`src/rtl/dmx6_pkg.sv`:
```
// dmx6_pkg: shared constants and types for the dmx6 capture demultiplexer.
//   LANES        number of holding lanes in one frame
//   SEL_W        width of the lane select
//   dmx6_state_t FILL (accepting beats) / HOLD (frame presented)
package dmx6_pkg;

    localparam int LANES = 6;
    localparam int SEL_W = 3;

    typedef enum logic [0:0] {
        FILL = 1'b0,
        HOLD = 1'b1
    } dmx6_state_t;

endpackage

```
`src/rtl/dmx6_lane.sv`:
```
// dmx6_lane: one lane holding register plus its "written this frame" flag.
// Ports:
//   clk        clock, rising edge
//   rst        synchronous reset: clears data and flag
//   load       capture d into q and set valid
//   clr_valid  clear valid only; q keeps its value until the next load
//   d          beat data
//   q          held data
//   valid      lane written in the current frame
module dmx6_lane
    import dmx6_pkg::*;
#(
    parameter int WIDTH = 16
) (
    input  logic             clk,
    input  logic             rst,
    input  logic             load,
    input  logic             clr_valid,
    input  logic [WIDTH-1:0] d,
    output logic [WIDTH-1:0] q,
    output logic             valid
);

    always_ff @(posedge clk) begin
        if (rst) begin
            q     <= '0;
            valid <= 1'b0;
        end else begin
            if (load) begin
                q <= d;
            end
            // load and clr_valid never coincide (load only in FILL, clear only
            // on ack in HOLD); load wins anyway so a lane is never lost.
            if (load) begin
                valid <= 1'b1;
            end else if (clr_valid) begin
                valid <= 1'b0;
            end
        end
    end

endmodule

```
`src/rtl/dmx6_cap.sv`:
```
// dmx6_cap: registered 1-to-6 capture demultiplexer. Beats tagged with a lane
// select are steered into six holding registers; once all six lanes are
// written the frame is presented (q_valid) and frozen until q_ack.
//
// Optional feature macro: DMX6_AUTO_SEL_EN -- when defined an internal lane
// counter replaces sel and err_sel is tied low.
//
// Ports:
//   sys_clk, sys_reset  clock and synchronous active-high reset
//   d, d_valid, sel     input beat, its valid, its lane select (0..5 legal)
//   d_ready             beat accepted this cycle when d_valid is also high
//   q_0 .. q_5          lane holding registers
//   lane_valid          per-lane "written this frame" flags
//   q_valid, q_ack      frame presented / consumer takes frame
//   err_sel             one-cycle strobe: accepted beat had sel 6 or 7
//   state_dbg           current FSM state for observation
//
// Handshake: a beat transfers on a rising edge where d_valid && d_ready.
// d_ready depends only on the state, never on d_valid, sel or q_ack.
// The frame is handed over on a rising edge where q_valid && q_ack.
module dmx6_cap
    import dmx6_pkg::*;
#(
    parameter int WIDTH = 16
) (
    input  logic             sys_clk,
    input  logic             sys_reset,
    input  logic [WIDTH-1:0] d,
    input  logic             d_valid,
    input  logic [SEL_W-1:0] sel,
    output logic             d_ready,
    output logic [WIDTH-1:0] q_0,
    output logic [WIDTH-1:0] q_1,
    output logic [WIDTH-1:0] q_2,
    output logic [WIDTH-1:0] q_3,
    output logic [WIDTH-1:0] q_4,
    output logic [WIDTH-1:0] q_5,
    output logic [LANES-1:0] lane_valid,
    output logic             q_valid,
    input  logic             q_ack,
    output logic             err_sel,
    output dmx6_state_t      state_dbg
);

    dmx6_state_t      state;
    logic             accept;
    logic             release_frame;
    logic [SEL_W-1:0] lane_sel;
    logic [LANES-1:0] load_vec;
    logic             frame_full_next;
    logic [WIDTH-1:0] q_arr [LANES];

    assign d_ready       = (state == FILL);
    assign accept        = d_valid && d_ready;
    assign release_frame = (state == HOLD) && q_ack;
    assign state_dbg     = state;

`ifdef DMX6_AUTO_SEL_EN
    logic [SEL_W-1:0] lane_cnt;
    logic             unused_sel;

    assign unused_sel = ^sel;
    assign lane_sel   = lane_cnt;
    assign err_sel    = 1'b0;

    always_ff @(posedge sys_clk) begin
        if (sys_reset || release_frame) begin
            lane_cnt <= '0;
        end else if (accept) begin
            lane_cnt <= (lane_cnt == SEL_W'(LANES - 1)) ? '0 : lane_cnt + 1'b1;
        end
    end
`else
    assign lane_sel = sel;

    // Illegal selects are consumed (accepted) but only flagged.
    always_ff @(posedge sys_clk) begin
        if (sys_reset) begin
            err_sel <= 1'b0;
        end else begin
            err_sel <= accept && (lane_sel >= SEL_W'(LANES));
        end
    end
`endif

    always_comb begin
        load_vec = '0;
        for (int n = 0; n < LANES; n++) begin
            load_vec[n] = accept && (lane_sel == SEL_W'(n));
        end
    end

    // Frame completes on the beat that fills the last empty lane.
    assign frame_full_next = &(lane_valid | load_vec);

    for (genvar n = 0; n < LANES; n++) begin : g_lane
        dmx6_lane #(.WIDTH(WIDTH)) u_lane (
            .clk       (sys_clk),
            .rst       (sys_reset),
            .load      (load_vec[n]),
            .clr_valid (release_frame),
            .d         (d),
            .q         (q_arr[n]),
            .valid     (lane_valid[n])
        );
    end

    assign q_0 = q_arr[0];
    assign q_1 = q_arr[1];
    assign q_2 = q_arr[2];
    assign q_3 = q_arr[3];
    assign q_4 = q_arr[4];
    assign q_5 = q_arr[5];

    always_ff @(posedge sys_clk) begin
        if (sys_reset) begin
            state   <= FILL;
            q_valid <= 1'b0;
        end else begin
            case (state)
                FILL: begin
                    if (accept && frame_full_next) begin
                        state   <= HOLD;
                        q_valid <= 1'b1;
                    end
                end
                HOLD: begin
                    if (q_ack) begin
                        state   <= FILL;
                        q_valid <= 1'b0;
                    end
                end
                default: begin
                    state   <= FILL;
                    q_valid <= 1'b0;
                end
            endcase
        end
    end

endmodule
```
`config.mk`:
```
export PLATFORM = sky130hd
export DESIGN_NAME = dmx6_cap
export DESIGN_NICKNAME = d
export VERILOG_FILES = /design/src/rtl/dmx6_pkg.sv /design/src/rtl/dmx6_lane.sv /design/src/rtl/dmx6_cap.sv
export SDC_FILE = /design/constraint.sdc
export NUM_CORES = 1
export LEC_CHECK = 0
export BUFFER_PORTS_ARGS = -buffer_cell sky130_fd_sc_hd__clkbuf_2
export CORE_MARGIN = 2
export CORE_UTILIZATION = 49
export CTS_CLUSTER_SIZE = 12
export DETAILED_ROUTE_END_ITERATION = 7
export PLACE_DENSITY = 0.78
export REMOVE_ABC_BUFFERS = 1
export SYNTH_ARGS = -nofsm -noshare
export SYNTH_HDL_FRONTEND = slang
export SYNTH_SLANG_ARGS = --single-unit
```
`constraint.sdc`:
```
create_clock -name sys_clk -period 2.05 [get_ports sys_clk]
set_clock_uncertainty 0.2 [all_clocks]
set_input_delay 0.205 -clock sys_clk [delete_from_list [all_inputs] [get_ports sys_clk]]
set_output_delay 0.205 -clock sys_clk [all_outputs]
set_load 0.01 [all_outputs]
```
# Word level (Yosys, flattened, before mapping)
# Index checks and enable logic that the tools add are counted.
[word_totals]
register_bits = 105
[classes]
order_cmp = 1
eq_ne = 7
muxes = 13
bitwise = 2
n_reduce_logical = 19
[ops]
columns = ["cell", "n"]
rows = [
  ["$reduce_bool 2->1", 6],
  ["$mux 1", 11],
  ["$logic_and 1x1->1", 10],
  ["$eq 3x2->1 const B", 2],
  ["$eq 3x3->1 const B", 2],
  ["$or 6x6->6", 1],
  ["$reduce_and 6->1", 1],
  ["$pmux 1 s2", 2],
  ["$eq 3x1->1 const B", 1],
  ["$ge 3x3->1 const B", 1],
  ["$logic_not 3->1", 1],
  ["$ne 2x1->1 const B", 1],
  ["$ne 2x2->1 const B", 1],
  ["$reduce_and 2->1", 1],
  ["$not 1->1", 1],
]

# Logic depth before layout (Yosys ltp)
[depth]
ltp_word = 8
depth_mapped = 6
mapped_depth_nobuf = 4

# By module
# From an unflattened synthesis, not the netlist that was laid out.
[unflattened]
cells_unflattened = 371
area_unflattened_um2 = 3962.6
[modules_own_cells]
columns = ["mod", "instances", "cells_each", "area_each_um2", "seq_area_each_um2"]
rows = [
  ["dmx6_lane", 6, 56, 616.8, 340.3],
  ["dmx6_cap", 1, 35, 261.5, 60.1],
]

# Worst setup path after synthesis
# No wires, ideal clock.
[synth_timing]
path_kind = "register to register"
from = "register state, in the netlist state_dbg"
to = "register g_lane[3].u_lane.q[10]"
setup_time_ns = 0.128
arrival_time_ns = 1.533
required_ns = 1.722
path_slack_ns = 0.189
stages_incl_launch_ff = 7
synth_period_minus_slack_ns = 1.861
cell_sequence = "dfxtp_1 or3b_1 buf_6 nor2_4 buf_6 mux2i_1 nor2_1"
[synth_between]
elab_chain_len = 3
[synth_lines]
columns = ["item", "line_no", "rtl"]
rows = [
  ["from (decl)", "dmx6_cap.sv:45", "dmx6_state_t state;"],
  ["from (signal assigned)", "dmx6_cap.sv:117", "state <= FILL;"],
  ["from (signal assigned)", "dmx6_cap.sv:123", "state <= HOLD;"],
  ["from (signal assigned)", "dmx6_cap.sv:129", "state <= FILL;"],
  ["$not 1->1", "n/a", ""],
  ["$logic_and 1x1->1", "dmx6_cap.sv:54", "assign accept = d_valid && d_ready;"],
  ["$logic_and 1x1->1", "dmx6_cap.sv:89", "load_vec[n] = accept && (lane_sel == SEL_W'(n));"],
  ["to (signal assigned)", "dmx6_lane.sv:26", "q <= '0;"],
  ["to (signal assigned)", "dmx6_lane.sv:30", "q <= d;"],
  ["to (decl)", "dmx6_lane.sv:20", "output logic [WIDTH-1:0] q,"],
]
# No other way between the ends.
# A chain may end at the register's enable or synchronous reset.

# Final worst setup path
[layout_timing]
from = "register state, in the netlist state_dbg"
to = "register g_lane[1].u_lane.q[2]"
[layout_between]
elab_chain_len = 3
[layout_lines]
columns = ["item", "line_no"]
rows = [
  ["$not 1->1", "n/a"],
  ["$logic_and 1x1->1", "dmx6_cap.sv:54"],
  ["$logic_and 1x1->1", "dmx6_cap.sv:89"],
  ["to (signal assigned)", "dmx6_lane.sv:26"],
  ["to (signal assigned)", "dmx6_lane.sv:30"],
  ["to (decl)", "dmx6_lane.sv:20"],
]
# No other way between the ends.

==> flow_summary.html <==
<table>
<tr><th>Metric</th><th>Value</th></tr>
<tr><th colspan="2">Setup path</th></tr>
<tr><td>Endpoint type of the worst setup path</td><td>flop</td></tr>
<tr><td>Worst reg2reg endpoint</td><td>g_lane[1].u_lane.q[2]$_SDFFE_PP0P_</td></tr>
<tr><td>Worst Reg-to-Reg Cells</td><td>6</td></tr>
<tr><td>Slowest Stage Delay on Critical Path</td><td>about 0.44 ns</td></tr>
<tr><td>Data required, critical path</td><td>2.08 ns</td></tr>
<tr><td>End point of the critical path</td><td>g_lane[1].u_lane.q[2]$_SDFFE_PP0P_</td></tr>
<tr><td>Crit-path slowest cell</td><td>sky130_fd_sc_hd__nor3b_1</td></tr>
<tr><td>Cells along the critical path</td><td>buf_4 &gt; nor3b_1 &gt; nand2_1 &gt; buf_4 &gt; nand2_1 &gt; a21oi_1</td></tr>
<tr><td>Startpoint Class</td><td>flop</td></tr>
<tr><td>Endpoint arrival time on the critical path</td><td>1.86 ns</td></tr>
<tr><td>Beginning of the critical path</td><td>state_dbg$_SDFF_PP0_</td></tr>
<tr><td>Worst reg2reg startpoint</td><td>state_dbg$_SDFF_PP0_</td></tr>
<tr><td>Crit path max fanout</td><td>11</td></tr>
<tr><td>Register-to-register setup slack</td><td>0.22 ns</td></tr>
<tr><td>Start-to-end type of the worst setup path</td><td>flop to flop</td></tr>
<tr><th colspan="2">Drt</th></tr>
<tr><td>Overall routed net length</td><td>approximately 11,000 um</td></tr>
<tr><td>Post-DR vias/cell</td><td>between 5 and 6</td></tr>
<tr><td>Remaining number of nets flagged by the antenna check after routing</td><td>0</td></tr>
<tr><td>Number of detailed-routing iterations run before antenna repair</td><td>4</td></tr>
<tr><td>Remaining DRCs</td><td>0</td></tr>
<tr><td>Number of DRC markers in iteration 0</td><td>154</td></tr>
<tr><td>Vias after detailed routing</td><td>3,590</td></tr>
<tr><td>Wire length per cell after detailed routing</td><td>15.08 um</td></tr>
<tr><th colspan="2">Synth</th></tr>
<tr><td>Adder and majority gate portion of the synthesized area</td><td>0</td></tr>
<tr><td>Number of warning messages in the yosys log</td><td>0</td></tr>
<tr><td>Simple-gate share of the synthesized area</td><td>0.2271</td></tr>
<tr><td>Sequential fraction of the synthesis area</td><td>0.5585</td></tr>
<tr><td>Fraction of synthesized area in multiplexers</td><td>0.04255</td></tr>
<tr><td>Synthesized area per cell</td><td>8.308 um^2</td></tr>
<tr><td>Synth unique cells</td><td>28</td></tr>
<tr><td>Xor-xnor portion of the synthesized cell area</td><td>0</td></tr>
<tr><td>Gate count of the mapped netlist</td><td>453</td></tr>
<tr><td>Synthesized-area fraction occupied by ao, oa, aoi and oai cells</td><td>0.1267</td></tr>
<tr><td>Combinational family with the most area after synthesis</td><td>simple AND/OR/NAND/NOR gates</td></tr>
<tr><td>FF+latch count, synth</td><td>105</td></tr>
<tr><td>Synth Cell Area</td><td>around 0.0038 mm^2</td></tr>
<tr><th colspan="2">STA</th></tr>
<tr><td>Fin crit share</td><td>0.8949</td></tr>
<tr><td>Final hold violation count</td><td>0</td></tr>
<tr><td>Worst slack on hold paths</td><td>0.02609 ns</td></tr>
<tr><td>Actual slew at the worst max-slew pin</td><td>0.5200 ns</td></tr>
<tr><td>Post-Route Setup TNS</td><td>0 ns</td></tr>
<tr><td>Setup Viol. Count Final</td><td>0</td></tr>
<tr><td>Final slew viol count</td><td>0</td></tr>
<tr><td>Max_slew headroom</td><td>0.6526</td></tr>
<tr><td>Min Clock Period, post-route</td><td>between 1.5 and 2 ns</td></tr>
<tr><td>Peak Freq</td><td>545.1 MHz</td></tr>
<tr><td>RSZ-0062 raised after global routing</td><td>false</td></tr>
<tr><th colspan="2">Run</th></tr>
<tr><td>Total of max-cap violations</td><td>0</td></tr>
<tr><th colspan="2">Power</th></tr>
<tr><td>Pwr per Cell Area</td><td>754.3 mW/mm^2</td></tr>
<tr><td>Overall power of the completed layout</td><td>3.728 mW</td></tr>
<tr><td>IR Drop Worst-Case VDD</td><td>roughly 0.00037 V</td></tr>
<tr><td>Standby leakage power</td><td>between 2 and 2.5 nW</td></tr>
<tr><th colspan="2">Status</th></tr>
<tr><td>Status</td><td>finished, final reports clean</td></tr>
<tr><th colspan="2">Final layout</th></tr>
<tr><td>Register cell area after layout</td><td>0.002102 mm^2</td></tr>
<tr><td>Layout Nets</td><td>626</td></tr>
<tr><td>Diode insertion count for antenna repair</td><td>0</td></tr>
<tr><td>Utilization after layout</td><td>0.6742</td></tr>
<tr><td>Total area of multi-input combinational cells</td><td>0.001496 mm^2</td></tr>
<tr><td>Fraction of final layout cells with drive strength greater than 1</td><td>0.2862</td></tr>
<tr><td>Layout overhead on the synthesized area</td><td>31.32%</td></tr>
<tr><td>Fillers</td><td>620</td></tr>
<tr><th colspan="2">GRT</th></tr>
<tr><td>Initial antenna violation count</td><td>0</td></tr>
<tr><td>Number of global-route vias before repair</td><td>~3,400</td></tr>
<tr><td>Global-route usage over all layers</td><td>0.2567</td></tr>
<tr><td>Global-route wire length before repair</td><td>approximately 17,000 um</td></tr>
<tr><td>GRT overflow</td><td>0</td></tr>
<tr><td>Largest net degree at the start of global routing</td><td>50</td></tr>
<tr><th colspan="2">Clocking</th></tr>
<tr><td>Total number of clock tree sinks</td><td>105</td></tr>
<tr><td>Buffers from clock root to sink, at most</td><td>2</td></tr>
<tr><td>H-Tree Depth</td><td>3</td></tr>
<tr><td>Post-CTS setup-driven buffer insertion count</td><td>0</td></tr>
<tr><td>Clock root buffer</td><td>sky130_fd_sc_hd__clkbuf_8</td></tr>
<tr><td>Register clock-pin slew on the reported worst setup and hold paths</td><td>0.09 ns</td></tr>
<tr><td>Clock latency of the later-clocked register in the worst-skew pair</td><td>0.35 ns</td></tr>
<tr><td>TritonCTS clock tree</td><td>built</td></tr>
<tr><td>Cts bufs inserted</td><td>9</td></tr>
<tr><th colspan="2">Hold path</th></tr>
<tr><td>Hold crit path type</td><td>input port to flop</td></tr>
<tr><th colspan="2">Die</th></tr>
<tr><td>Core Box Area</td><td>between 0.007 and 0.008 mm^2</td></tr>
<tr><td>Total die area</td><td>roughly 0.0084 mm^2</td></tr>
<tr><td>Height of the die</td><td>91.64 um</td></tr>
<tr><td>I/O pin count</td><td>around 130</td></tr>
<tr><td>Standard-cell row count</td><td>31</td></tr>
<tr><td>Starting utilization of the core area</td><td>0.5134</td></tr>
<tr><td>Die boundary width</td><td>91.64 um</td></tr>
<tr><th colspan="2">Place</th></tr>
<tr><td>Count of buffers inserted at the top-level ports</td><td>around 130</td></tr>
<tr><td>Gpl congestion</td><td>0.8283</td></tr>
<tr><td>HPWL after detailed placement</td><td>7434 um</td></tr>
</table>
[Yosys cell counts, drive strengths merged]
cell     instances  area share
mux2i           16       0.043
buf             13       0.025
clkbuf          19       0.019
nand3b           3      0.0060
o31ai            2      0.0040
nand2          171        0.17
o22ai            1      0.0017
and3b            1      0.0023
or3              1      0.0017
o21bai           1      0.0020
inv              1      0.0010
nor2b            1      0.0017
nor3b            3      0.0090
nand2b           1      0.0017
a21oi           86        0.11
nor2            22       0.025
a31o             1      0.0023
and3             1      0.0017
o2111ai          1      0.0023
or3b             1      0.0023
nor3             2      0.0057
dfxtp          105        0.56
[area by class of cell]
| cell class | count | area share |
|---|---|---|
| inverter | 1 | 0.0007595 |
| sequential | 105 | 0.4253 |
| multi-input combinational | 315 | 0.3028 |
| tap | 99 | 0.02506 |
| clock inverter | 5 | 0.01291 |
| clock buffer | 11 | 0.02861 |
| timing repair buffer | 171 | 0.2046 |
[per-stage QoR]
stage | cells | cell area (um^2) | setup WS (ns)
5_1_grt | 707 | 4942 | 0.08782
3_3_place_gp | 673 | 4557 | 0.2291
4_1_cts | 707 | 4942 | 0.2077
3_5_place_dp | 673 | 4557 | 0.1821
6_report | 707 | 4942 | 0.2155
2_1_floorplan | 421 | 3597 | 0.01706
[layout by cell type (no fill, tap or decap), drive strengths merged]
| master | count |
|---|---|
| nand2 | 171 |
| or3 | 1 |
| o22ai | 1 |
| clkinv | 2 |
| dfxtp | 105 |
| nor3 | 2 |
| a31o | 1 |
| nor3b | 3 |
| dlygate4sd3 | 18 |
| and3b | 1 |
| nand2b | 1 |
| o21bai | 1 |
| clkinvlp | 1 |
| clkbuf | 138 |
| o2111ai | 1 |
| or3b | 1 |
| nor2 | 22 |
| buf | 26 |
| a21oi | 86 |
| and3 | 1 |
| inv | 2 |
| nor2b | 1 |
| bufinv | 1 |
| mux2i | 16 |
| nand3b | 3 |
| o31ai | 2 |
[layer usage]
layer / track usage / wire length [um]
met5: 0 / 0
met4: 0.07449 / 32
met3: 0.05588 / 855
met2: 0.4295 / 5213
met1: 0.3339 / 4560
[flip-flops by register name (all words and copies together) (netlist names)]
register	flops
g_lane.u_lane.q	96
g_lane.u_lane.valid	6
err_sel	1
q_valid	1
state_dbg	1
[report_power, final]
part	leakage (nW)	internal (mW)	switching, mW	total (mW)
sequential	0.850	2.08	0.0263	2.11
clock	0.100	0.608	0.696	1.30
combinational	1.10	0.124	0.190	0.315
total	2.05	2.82	0.913	3.73
[cells by family (layout without fill, tap and decap cells)]
group                  count (synthesis)  in the layout
AOI/OAI and AO/OA                     92             92
muxes                                 16             16
and+or+nand+nor                      207            207
DFF                                  105            105
buffers and inverters                 33            188
[worst max-delay path, delay by kind of cell, from the launching register on]
family / cells / cell delay (ns)
buffers and inverters: 2 / 0.39
AOI/OAI and AO/OA: 1 / 0.06
and+or+nand+nor: 3 / 0.72
DFF: 1 / 0.33
[timing repair]
item,in CTS,in global routing
endpoints found under the hold margin,96,0
gates resized for setup,0,0
hold buffers,18,0
[worst min-delay path by stage]
stage / start / end / cells after the start
finish: sys_reset / g_lane[3].u_lane.q[3]$_SDFFE_PP0P_ / 2
global route: sys_reset / g_lane[3].u_lane.q[1]$_SDFFE_PP0P_ / 2
CTS: sys_reset / g_lane[3].u_lane.q[3]$_SDFFE_PP0P_ / 2
detailed placement: g_lane[4].u_lane.q[2]$_SDFFE_PP0P_ / g_lane[4].u_lane.q[2]$_SDFFE_PP0P_ / 2
global placement: g_lane[0].u_lane.q[4]$_SDFFE_PP0P_ / g_lane[0].u_lane.q[4]$_SDFFE_PP0P_ / 2
floorplan: sys_reset / g_lane[0].u_lane.q[0]$_SDFFE_PP0P_ / 1
(Power assumes the default switching activity.)
